<file path="config.mk">
export PLATFORM = sky130hd
export DESIGN_NAME = alu_mul_seq_g7
export DESIGN_NICKNAME = d
export VERILOG_FILES = /design/src/rtl/alu_mul_seq_g7.sv
export SDC_FILE = /design/constraint.sdc
export NUM_CORES = 1
export LEC_CHECK = 0
export ABC_AREA = 1
export CORE_ASPECT_RATIO = 0.7
export CORE_MARGIN = 2
export CORE_UTILIZATION = 43
export CTS_CLUSTER_SIZE = 12
export DETAILED_ROUTE_END_ITERATION = 16
export PLACE_DENSITY_LB_ADDON = 0.2
export SYNTH_ARGS = -nofsm -noshare
export SYNTH_HDL_FRONTEND = slang
export SYNTH_SLANG_ARGS = --single-unit
</file>
<file path="constraint.sdc">
create_clock -name clk -period 1.6 [get_ports clk]
set_input_delay 0.4 -clock clk [delete_from_list [all_inputs] [get_ports clk]]
set_output_delay 0.4 -clock clk [all_outputs]
set_load 0.02 [all_outputs]
</file>
<file path="src/rtl/alu_mul_seq_g7.sv">
// alu_mul_seq_g7: shift-and-add 32x32 multiplier (low 32 bits) that borrows the shared ALU
module alu_mul_seq_g7 #(
    parameter bit EARLY_EXIT = 1'b1,
    parameter int ITER_MAX   = 32
) (
    input  logic        clk,
    input  logic        reset,
    input  logic        start,
    input  logic [31:0] op_a,
    input  logic [31:0] op_b,
    output logic        busy,
    output logic        done,
    output logic [31:0] product,
    output logic [5:0]  iter_cnt,
    output logic [31:0] alu_a,
    output logic [31:0] alu_b,
    output logic [3:0]  alu_ctrl,
    input  logic [31:0] alu_result,
    input  logic        alu_zero
);
    // ALU operation codes of the shared core ALU
    localparam logic [3:0] ALU_ADD = 4'b0000;
    localparam logic [3:0] ALU_OR  = 4'b0011;
    localparam logic [3:0] ALU_SRL = 4'b0101;

    typedef enum logic [2:0] {IDLE, TEST, ADD, DBL, SHR, DONE} state_t;

    state_t      state_q;
    logic [31:0] acc_q, mcand_q, mplier_q, product_q;
    logic [5:0]  iter_q;
    logic        busy_q, done_q;

    assign busy     = busy_q;
    assign done     = done_q;
    assign product  = product_q;
    assign iter_cnt = iter_q;

    // Every state except IDLE/DONE owns the ALU; the operation is a pure function of the state
    always_comb begin
        alu_a    = (state_q == TEST || state_q == SHR) ? mplier_q :
                   (state_q == ADD) ? acc_q : (state_q == DBL) ? mcand_q : 32'd0;
        alu_b    = (state_q == ADD || state_q == DBL) ? mcand_q : (state_q == SHR) ? 32'd1 : 32'd0;
        alu_ctrl = (state_q == TEST) ? ALU_OR : (state_q == SHR) ? ALU_SRL : ALU_ADD;
    end

    // Sequencer: each state lasts one cycle and captures the ALU result on its closing edge
    always_ff @(posedge clk) begin
        if (reset) begin
            state_q   <= IDLE;
            acc_q     <= '0;
            mcand_q   <= '0;
            mplier_q  <= '0;
            product_q <= '0;
            iter_q    <= '0;
            busy_q    <= 1'b0;
            done_q    <= 1'b0;
        end else begin
            case (state_q)
                IDLE: if (start) begin
                    mcand_q  <= op_a;
                    mplier_q <= op_b;
                    acc_q    <= '0;
                    iter_q   <= '0;
                    busy_q   <= 1'b1;
                    state_q  <= TEST;
                end
                TEST: if ((EARLY_EXIT && alu_zero) || iter_q == 6'(ITER_MAX)) begin
                    product_q <= acc_q;
                    done_q    <= 1'b1;
                    state_q   <= DONE;
                end else begin
                    state_q <= mplier_q[0] ? ADD : DBL;
                end
                ADD: begin
                    acc_q   <= alu_result;
                    state_q <= DBL;
                end
                DBL: begin
                    mcand_q <= alu_result;
                    state_q <= SHR;
                end
                SHR: begin
                    mplier_q <= alu_result;
                    iter_q   <= iter_q + 6'd1;
                    state_q  <= TEST;
                end
                DONE: begin
                    busy_q  <= 1'b0;
                    done_q  <= 1'b0;
                    state_q <= IDLE;
                end
                default: state_q <= IDLE;
            endcase
        end
    end
endmodule
</file>
# Word level (Yosys, flattened, before mapping)
# Index checks and enable logic that the tools add are counted.
# Widths: inputs -> output; s select.
[op_classes] addsub=1 n_eq_ne=8 mux=23 reduce_logical=15
[ops] cell="$mux 32" n=7
[ops] cell="$pmux 32 s2" n=3
[ops] cell="$pmux 3 s5" n=1
[ops] cell="$mux 3" n=4
[ops] cell="$pmux 6 s2" n=1
[ops] cell="$reduce_and 2->1" n=6
[ops] cell="$reduce_bool 2->1" n=5
[ops] cell="$add 6x1->6 const B" n=1
[ops] cell="$eq 3x2->1 const B" n=2
[ops] cell="$eq 3x3->1 const B" n=2
[ops] cell="$eq 6x6->1 const B" n=1
[ops] cell="$mux 6" n=1
[ops] cell="$mux 1" n=4
[ops] cell="$pmux 1 s2" n=2
[ops] cell="$eq 3x1->1 const B" n=1
[ops] cell="$logic_not 3->1" n=1
[ops] cell="$logic_or 1x1->1" n=3
[ops] cell="$ne 2x1->1 const B" n=1
[ops] cell="$ne 2x2->1 const B" n=1
[word_totals] regBits=139 inputBits=100 out_inout_bits=108 wordCells=55

# Depth between registers and ports, before layout
# Gate-level depths: netlist of the first run.
[logic_depth] ltp_word=4 mapped_depth=9 mapped_depth_nobuf=7

# Least setup slack after synthesis of the first run
# No wires, ideal clock.
[synth_timing] kind="register -> output" start="register state_q[1]" end="output port alu_a[22]" t_arrival_ps=1367 t_required_ps=1200 path_slack_ps=-167 path_stages_with_launch=9 path_buffers=2 cell_sequence="dfxtp_1 nor2_2 nand2_1 inv_2 or2_1 buf_2 buf_6 nand2_1 nand2_1"
[synth_via] elab_chain_cells=4 word_cells_on_any_way=8 classes_between="eq/ne: 4; mux: 3; reduce/logical: 1"
[synth_lines] item="from (decl)" line="28" rtl="state_t state_q;"
[synth_lines] item="from (signal assigned)" line="72" rtl="state_q <= mplier_q[0] ? ADD : DBL;"
[synth_lines] item="$eq 3x2->1" line="41" rtl="(state_q == ADD) ? acc_q : (state_q == DBL) ? mcand_q : 32'd0;"
[synth_lines] item="$mux 32 (2 in series)" line="41"
[synth_lines] item="$mux 32 (*)" line="40" rtl="alu_a = (state_q == TEST || state_q == SHR) ? mplier_q :"
[synth_lines] item="to (decl)" line="15" rtl="output logic [31:0] alu_a,"
# Every way passes the cells marked *; elsewhere a longest branch is shown, timed or not.

# Worst setup path after layout of the first run
[layout_timing] start="register state_q[2]" end="output port alu_a[19]"
# Same word-level chain as after synthesis.

==> results.yml, run 1 <==
outcome:
  status: "complete, but fails checks"
  violations: "negative setup slack"
sta:
  period_needed_ns: 2.211
  hold_viol: 0
  layout_setup_ws_ns: -0.6107
  finClkSkew_ns: 0.01253
  slew_viol_final: 0
  worst_pin_slew_ns: 0.9666
  relSlewSlack: 0.3549
  fmax_mhz: 452.4
  period_share: 1.382
  rsz0062_at_grt: "true"
  finalSetupViolCount: 83
setup_path:
  critPathRequiredTime_ns: 1.20
  crit_fanout: 11
  crit_path_cell_trace: "nor3_4 > or2_4 > buf_12 > nand2_1 > nand2_2 > buf_2"
  end_kind: "output pin"
  slowest_stage: "dfxtp_4"
  crit_type: "reg -> out"
  cp_data_arrival_time_ns: 1.81
  critPathLaunchType: "flip-flop"
  cp_top_family: "simple AND/OR/NAND/NOR gates"
  max_stage_delay_ns: 0.39
  path_buf_inv: 2
synth:
  ys_seq_area_frac: 0.4001
  synth_seq_cells: 139
  ys.warnings.count: 0
  synth_top_area_cell: "dfxtp_1"
  syn_area_um2: 6955
  yosysMostFrequentCell: "nand2_1"
  async_flop_share: 0
  synth_common_cells: "276 x nand2_1, 171 x nor2_1, 167 x inv_1, 139 x dfxtp_1, 73 x a21oi_1"
  syn-num-nets: 1191
  yosys-top-cells-area: "dfxtp_1 40%, nand2_1 15%, nor2_1 9.2%"
  ys.flop_type: "dfxtp_1"
  netlist_instances: 1089
  syn_avg_cell_area_um2: 6.387
  synth-edff-count: 0
  synth_top_area_frac: 0.4001
  synth_cell_types: 25
cells_and_area:
  final_nets: 1439
  final_cell_area_um2: 11390
  area_growth_pct: 63.82
  nFillCells: 1239
  drive_gt1_frac: 0.2481
routing:
  drtAntennaViolNets: 0
  dr.pass1.iters: 5
  initialDrtViolationCount: 722
  post_drt_wl_per_cell_um: 18.58
  wl_um: 28810
  viasPerCell: 5.190
  vias: 8049
  drc: 0
grt:
  grt_first_pass_wirelength_um: 39200
  grt_util_met1: 0.4248
  grt_pass1_vias: 7144
  antenna_found_initial: 1
  grt-ovfl-total: 0
  grt_use_met2: 0.4292
  grtUsageMet3: 0.06633
  grt_max_degree: 68
  grt.busiest_layer: "met2"
  grtUsageTotal: 0.2893
place:
  dp_hpwl_um: 16080
  globalplace.congestion: 0.8563
  placed_area_um2: 9542
  io_buffer_count: 206
clock_tree:
  numCtsBuffers: 17
  root_buffer: "clkbuf_16"
  cts_num_sinks: 139
  clock_latency_ns: 0.43
  cts.clk_slew.worst_paths_ns: 0.06
  cts_tree: "done"
  cts_buffer_depth: 2
  cts-hold-fix-buffers: 0
  ctsHtreeMaxLevel: 4
floorplanning:
  rows: 38
  start_util: 0.4446
  core_region_area_um2: 15640
  die_area_um2: 17230
  ios: 208
  fp.dieH_um: 110.4
  fp.dieW_um: 156.0
power:
  report.power.total_mw: 12.13
  p_leak_nw: 5.070
  powerDensity_nw_per_um2: 1064
  ir_worst_vdd_mv: 0.7218
run:
  drv_cap: 0
worst_hold_path:
  hold_path.class: "reg -> reg"
-- worst register-to-register path, stage by stage, from the launching register on --
cell,delay (ns)
dfxtp_4,0.42
inv_4,0.06
buf_4,0.15
nand3_4,0.12
inv_4,0.04
buf_4,0.14
nor2_2,0.75
nand2_1,0.13
a21oi_1,0.16
-- per-stage QoR --
step | util | std cells | setup slack, ns | TNS, ns | hold WS (ns)
2_1_floorplan | - | 1089 | -0.002518 | -0.05037 | 0.4521
3_3_place_gp | 0.6100 | 1471 | -0.5677 | -90.08 | 0.4495
3_5_place_dp | 0.6100 | 1471 | -0.6175 | -95.00 | 0.4615
4_1_cts | 0.6691 | 1525 | -0.5117 | -47.29 | 0.4701
5_1_grt | 0.7284 | 1551 | -0.6407 | -41.62 | 0.4881
6_report | 0.7284 | 1551 | -0.6107 | -36.81 | 0.4706
-- where the power goes --
part           total (mW)  internal, mW  switching, mW
Clock                4.44          2.79           1.65
Sequential           4.12          3.83          0.286
Combinational        3.57          1.52           2.05
-- cells by family (layout without fill, tap and decap cells) --
group           count (synthesis)  in the layout  share of synthesized area
simple gates                  495            497                     0.2795
buf+inv                       247            506                     0.1452
compound gates                204            204                     0.1698
flops                         139            139                     0.4001
fa+ha+maj                       2              2                   0.003597
other cells                     1              2                  0.0005391
xor+xnor                        1              1                   0.001259
-- registers in the layout (all words and copies together), names as in the netlist --
| register | flops |
|---|---|
| mcand_q | 32 |
| busy | 1 |
| product | 32 |
| iter_cnt | 6 |
| mplier_q | 32 |
| done | 1 |
| state_q | 3 |
| acc_q | 32 |
-- area by class of cell --
class	instances	area (um^2)	area share
multi-input cells	705	3792	0.3328
repair buffers	301	3244	0.2847
flip-flops and latches	139	2794	0.2452
inverters	173	665.6	0.05842
clock buffers	19	432.9	0.03799
well taps	200	250.2	0.02196
clock inverters	13	212.7	0.01867
diodes	1	2.502	0.0002196
-- routing by layer --
layer	vias up	wire length, um
li1	3873	-
met1	3687	12520
met2	433	12460
met3	56	3255
met4	0	578
met5	-	0
-- layout by cell type (no fill, tap or decap), drive strengths merged --
cell type      instances
clkdlybuf4s15          2
dlygate4sd2           35
ha                     2
buf                  153
nor3                   2
dfxtp                139
diode                  1
clkdlybuf4s50         98
clkinv                 2
a21oi                 73
xor2                   1
bufinv                 5
o211ai                32
nor2                 176
clkinvlp               3
or2                    1
nand3                 41
a22oi                 32
o21ai                 67
bufbuf                 1
conb                   1
nand2                277
clkbuf                31
inv                  176
-- worst paths after layout --
| path | start | end | slack (ns) | cells after the start |
|---|---|---|---|---|
| worst max-delay path | state_q[2] | alu_a[19] | -0.61 | 6 |
| worst min-delay path | busy | busy | 0.47 | 2 |
| worst max register to register | state_q[2] | acc_q[9] | -0.43 | 8 |
| worst min register to register | busy | busy | 0.47 | 2 |
-- repair_timing --
item / in CTS / in global routing
setup endpoints to repair: 244 / 165
setup buffers: 19 / 16
pin swaps: 8 / 4
cloned: 3 / 10
resized for setup: 434 / 175
(Power assumes the default switching activity.)
==> run 2, diff against run 1 <==
--- a/config.mk
+++ b/config.mk
@@ -6,6 +6,7 @@
 export NUM_CORES = 1
 export LEC_CHECK = 0
 export ABC_AREA = 1
+export CAP_MARGIN = 15
 export CORE_ASPECT_RATIO = 0.7
 export CORE_MARGIN = 2
 export CORE_UTILIZATION = 43
==> results of run 2 <==
Final layout, timing and power as in run 1 (identical DEF).
==> run 3, diff against run 2 <==
--- a/config.mk
+++ b/config.mk
@@ -12,6 +12,7 @@
 export CORE_UTILIZATION = 43
 export CTS_CLUSTER_SIZE = 12
 export DETAILED_ROUTE_END_ITERATION = 16
+export GPL_TIMING_DRIVEN = 0
 export PLACE_DENSITY_LB_ADDON = 0.2
 export SYNTH_ARGS = -nofsm -noshare
 export SYNTH_HDL_FRONTEND = slang
==> run 3 against run 2 <==
Net effect: clock skew down 0.00056 ns; largest cell class unchanged; the run still ends with negative setup slack left; first-iteration DRC count up 21%; die area unchanged; sequential cell count unchanged; critical path depth up 3.
==> results.yml, run 3 (synthesis results as in run 1) <==
routing:
  post_drt_wl_per_cell_um: 17.38
  wl_um: 27090
  vias: 8047
  initialDrtViolationCount: 874
  drtAntennaViolNets: 0
  drc: 0
  viasPerCell: 5.165
  dr.pass1.iters: 8
clock_tree:
  cts_buffer_depth: 2
  cts_tree: "done"
  numCtsBuffers: 17
  clock_latency_ns: 0.42
  ctsHtreeMaxLevel: 4
  cts_num_sinks: 139
  cts-hold-fix-buffers: 0
  cts.clk_slew.worst_paths_ns: 0.06
  root_buffer: "clkbuf_16"
setup_path:
  critPathRequiredTime_ns: 1.20
  crit_fanout: 6
  crit_type: "reg -> out"
  path_buf_inv: 4
  end_kind: "output pin"
  cp_data_arrival_time_ns: 1.85
  critPathLaunchType: "flip-flop"
  slowest_stage: "dfxtp_4"
  r2r_slack_ns: 0.01
  max_stage_delay_ns: 0.41
  crit_path_cell_trace: "nor2_4 > nand2_4 > inv_6 > or2_4 > buf_12 > clkbuf_16 > nand2_2 > nand2_2 > buf_6"
  cp_top_family: "simple AND/OR/NAND/NOR gates"
  crit_top_cell: "nand2_2"
cells_and_area:
  fin_util: 0.6990
  final_nets: 1448
  final_common_cell: "nand2_1"
  nFillCells: 1331
  final_cell_area_um2: 10930
  diodes: 0
  stdcell_count: 1558
  drive_gt1_frac: 0.2290
  area_growth_pct: 57.20
  layout_common_cells: "211 x nand2_1, 168 x nor2_1, 165 x inv_1"
grt:
  grtUsageTotal: 0.2907
  antenna_found_initial: 0
  grt_max_degree: 17
  grt_util_met1: 0.4306
  grtUsageMet3: 0.07378
  grt_pass1_vias: 7179
  grt_first_pass_wirelength_um: 38830
  grt-ovfl-total: 0
  grt.busiest_layer: "met1"
  grt_use_met2: 0.4233
sta:
  worst_pin_slew_ns: 0.6733
  slew_viol_final: 0
  relSlewSlack: 0.5511
  finClkSkew_ns: 0.01197
  period_needed_ns: 2.254
  hold_slack_ns: 0.4668
  period_share: 1.409
  fmax_mhz: 443.7
  finalSetupViolCount: 67
  layout_setup_ws_ns: -0.6540
  rsz0062_at_grt: "true"
  hold_viol: 0
place:
  globalplace.congestion: 0.9328
  io_buffer_count: 206
  dp_slack_ns: -0.9651
  dp.cells: 1495
  dp_hpwl_um: 18590
  placed_area_um2: 9369
floorplanning:
  rows: 38
  ios: 208
  fp.dieH_um: 110.4
  core_region_area_um2: 15640
  die_area_um2: 17230
  start_util: 0.4446
  fp.dieW_um: 156.0
outcome:
  status: "complete, but fails checks"
  violations: "negative setup slack"
run:
  drv_cap: 0
power:
  ir_worst_vdd_mv: 0.7065
  powerDensity_nw_per_um2: 1060
  p_leak_nw: 5.033
worst_hold_path:
  hold_path.class: "reg -> reg"
==> run 3: cell count changes in the layout (fill, tap and decap cells not counted), sizes merged <==
cell,change
buf,-41
bufbuf,-1
bufinv,-2
clkbuf,+24
clkdlybuf4s15,+23
clkdlybuf4s50,+1
clkinv,+3
diode,-1
dlygate4sd2,+3
nor2,-2
==> run 3: per-layer routing <==
metal	vias up	part of all wire
li1	3891	-
met5	-	0
met2	465	0.43
met4	0	0.016
met1	3648	0.43
met3	43	0.12
==> run 3: final timing paths <==
| check | start | to | depth (start not counted) |
|---|---|---|---|
| hold / removal | busy | busy | 2 |
| hold reg to reg | busy | busy | 2 |
| setup reg to reg | state_q[0] | state_q[0] | 7 |
| setup / recovery | state_q[1] | alu_a[9] | 9 |
==> run 3: repair_timing <==
action / CTS / global route
pin swaps: 2 / 6
buffers inserted: 11 / 16
hold endpoints to repair: 0 / 0
cloned: 0 / 7
endpoints found under the setup margin: 209 / 192
gates resized for setup: 408 / 193
==> run 3: report_power, final <==
group	internal [mW]	leakage, nW	switching, mW
registers	3.83	1.14	0.302
clock network	2.45	0.286	1.63
logic	1.49	3.60	1.89
total	7.77	5.03	3.82
==> run 3: layout make-up <==
type                    instances  area, um^2  share of cell area
clock inverters                14       168.9             0.01545
multi-input cells             703        3585              0.3278
plain buffers                  73       645.6             0.05905
well taps                     200       250.2             0.02289
clock buffers                  17       425.4             0.03891
repair buffers                239        2396              0.2191
flip-flops and latches        139        2799              0.2560
inverters                     173       664.4             0.06076
==> run 3: worst reg2reg max path: cells and delay by family (launching register included) <==
family                 cells  cell delay (ns)
buffers and inverters      4             0.55
flip-flops                 1             0.39
AND/OR/NAND/NOR            2             0.36
AO/OA/AOI/OAI              1             0.22
==> run 3: metrics by stage <==
| stage | TNS, ns | power (mW) |
|---|---|---|
| 3_3_place_gp | -112.31 | 6.843 |
| 4_1_cts | -33.23 | 10.96 |
| 5_1_grt | -39.57 | 12.04 |
| 2_1_floorplan | -0.05037 | 5.715 |
| 6_report | -35.79 | 11.59 |
| 3_5_place_dp | -117.18 | 6.881 |
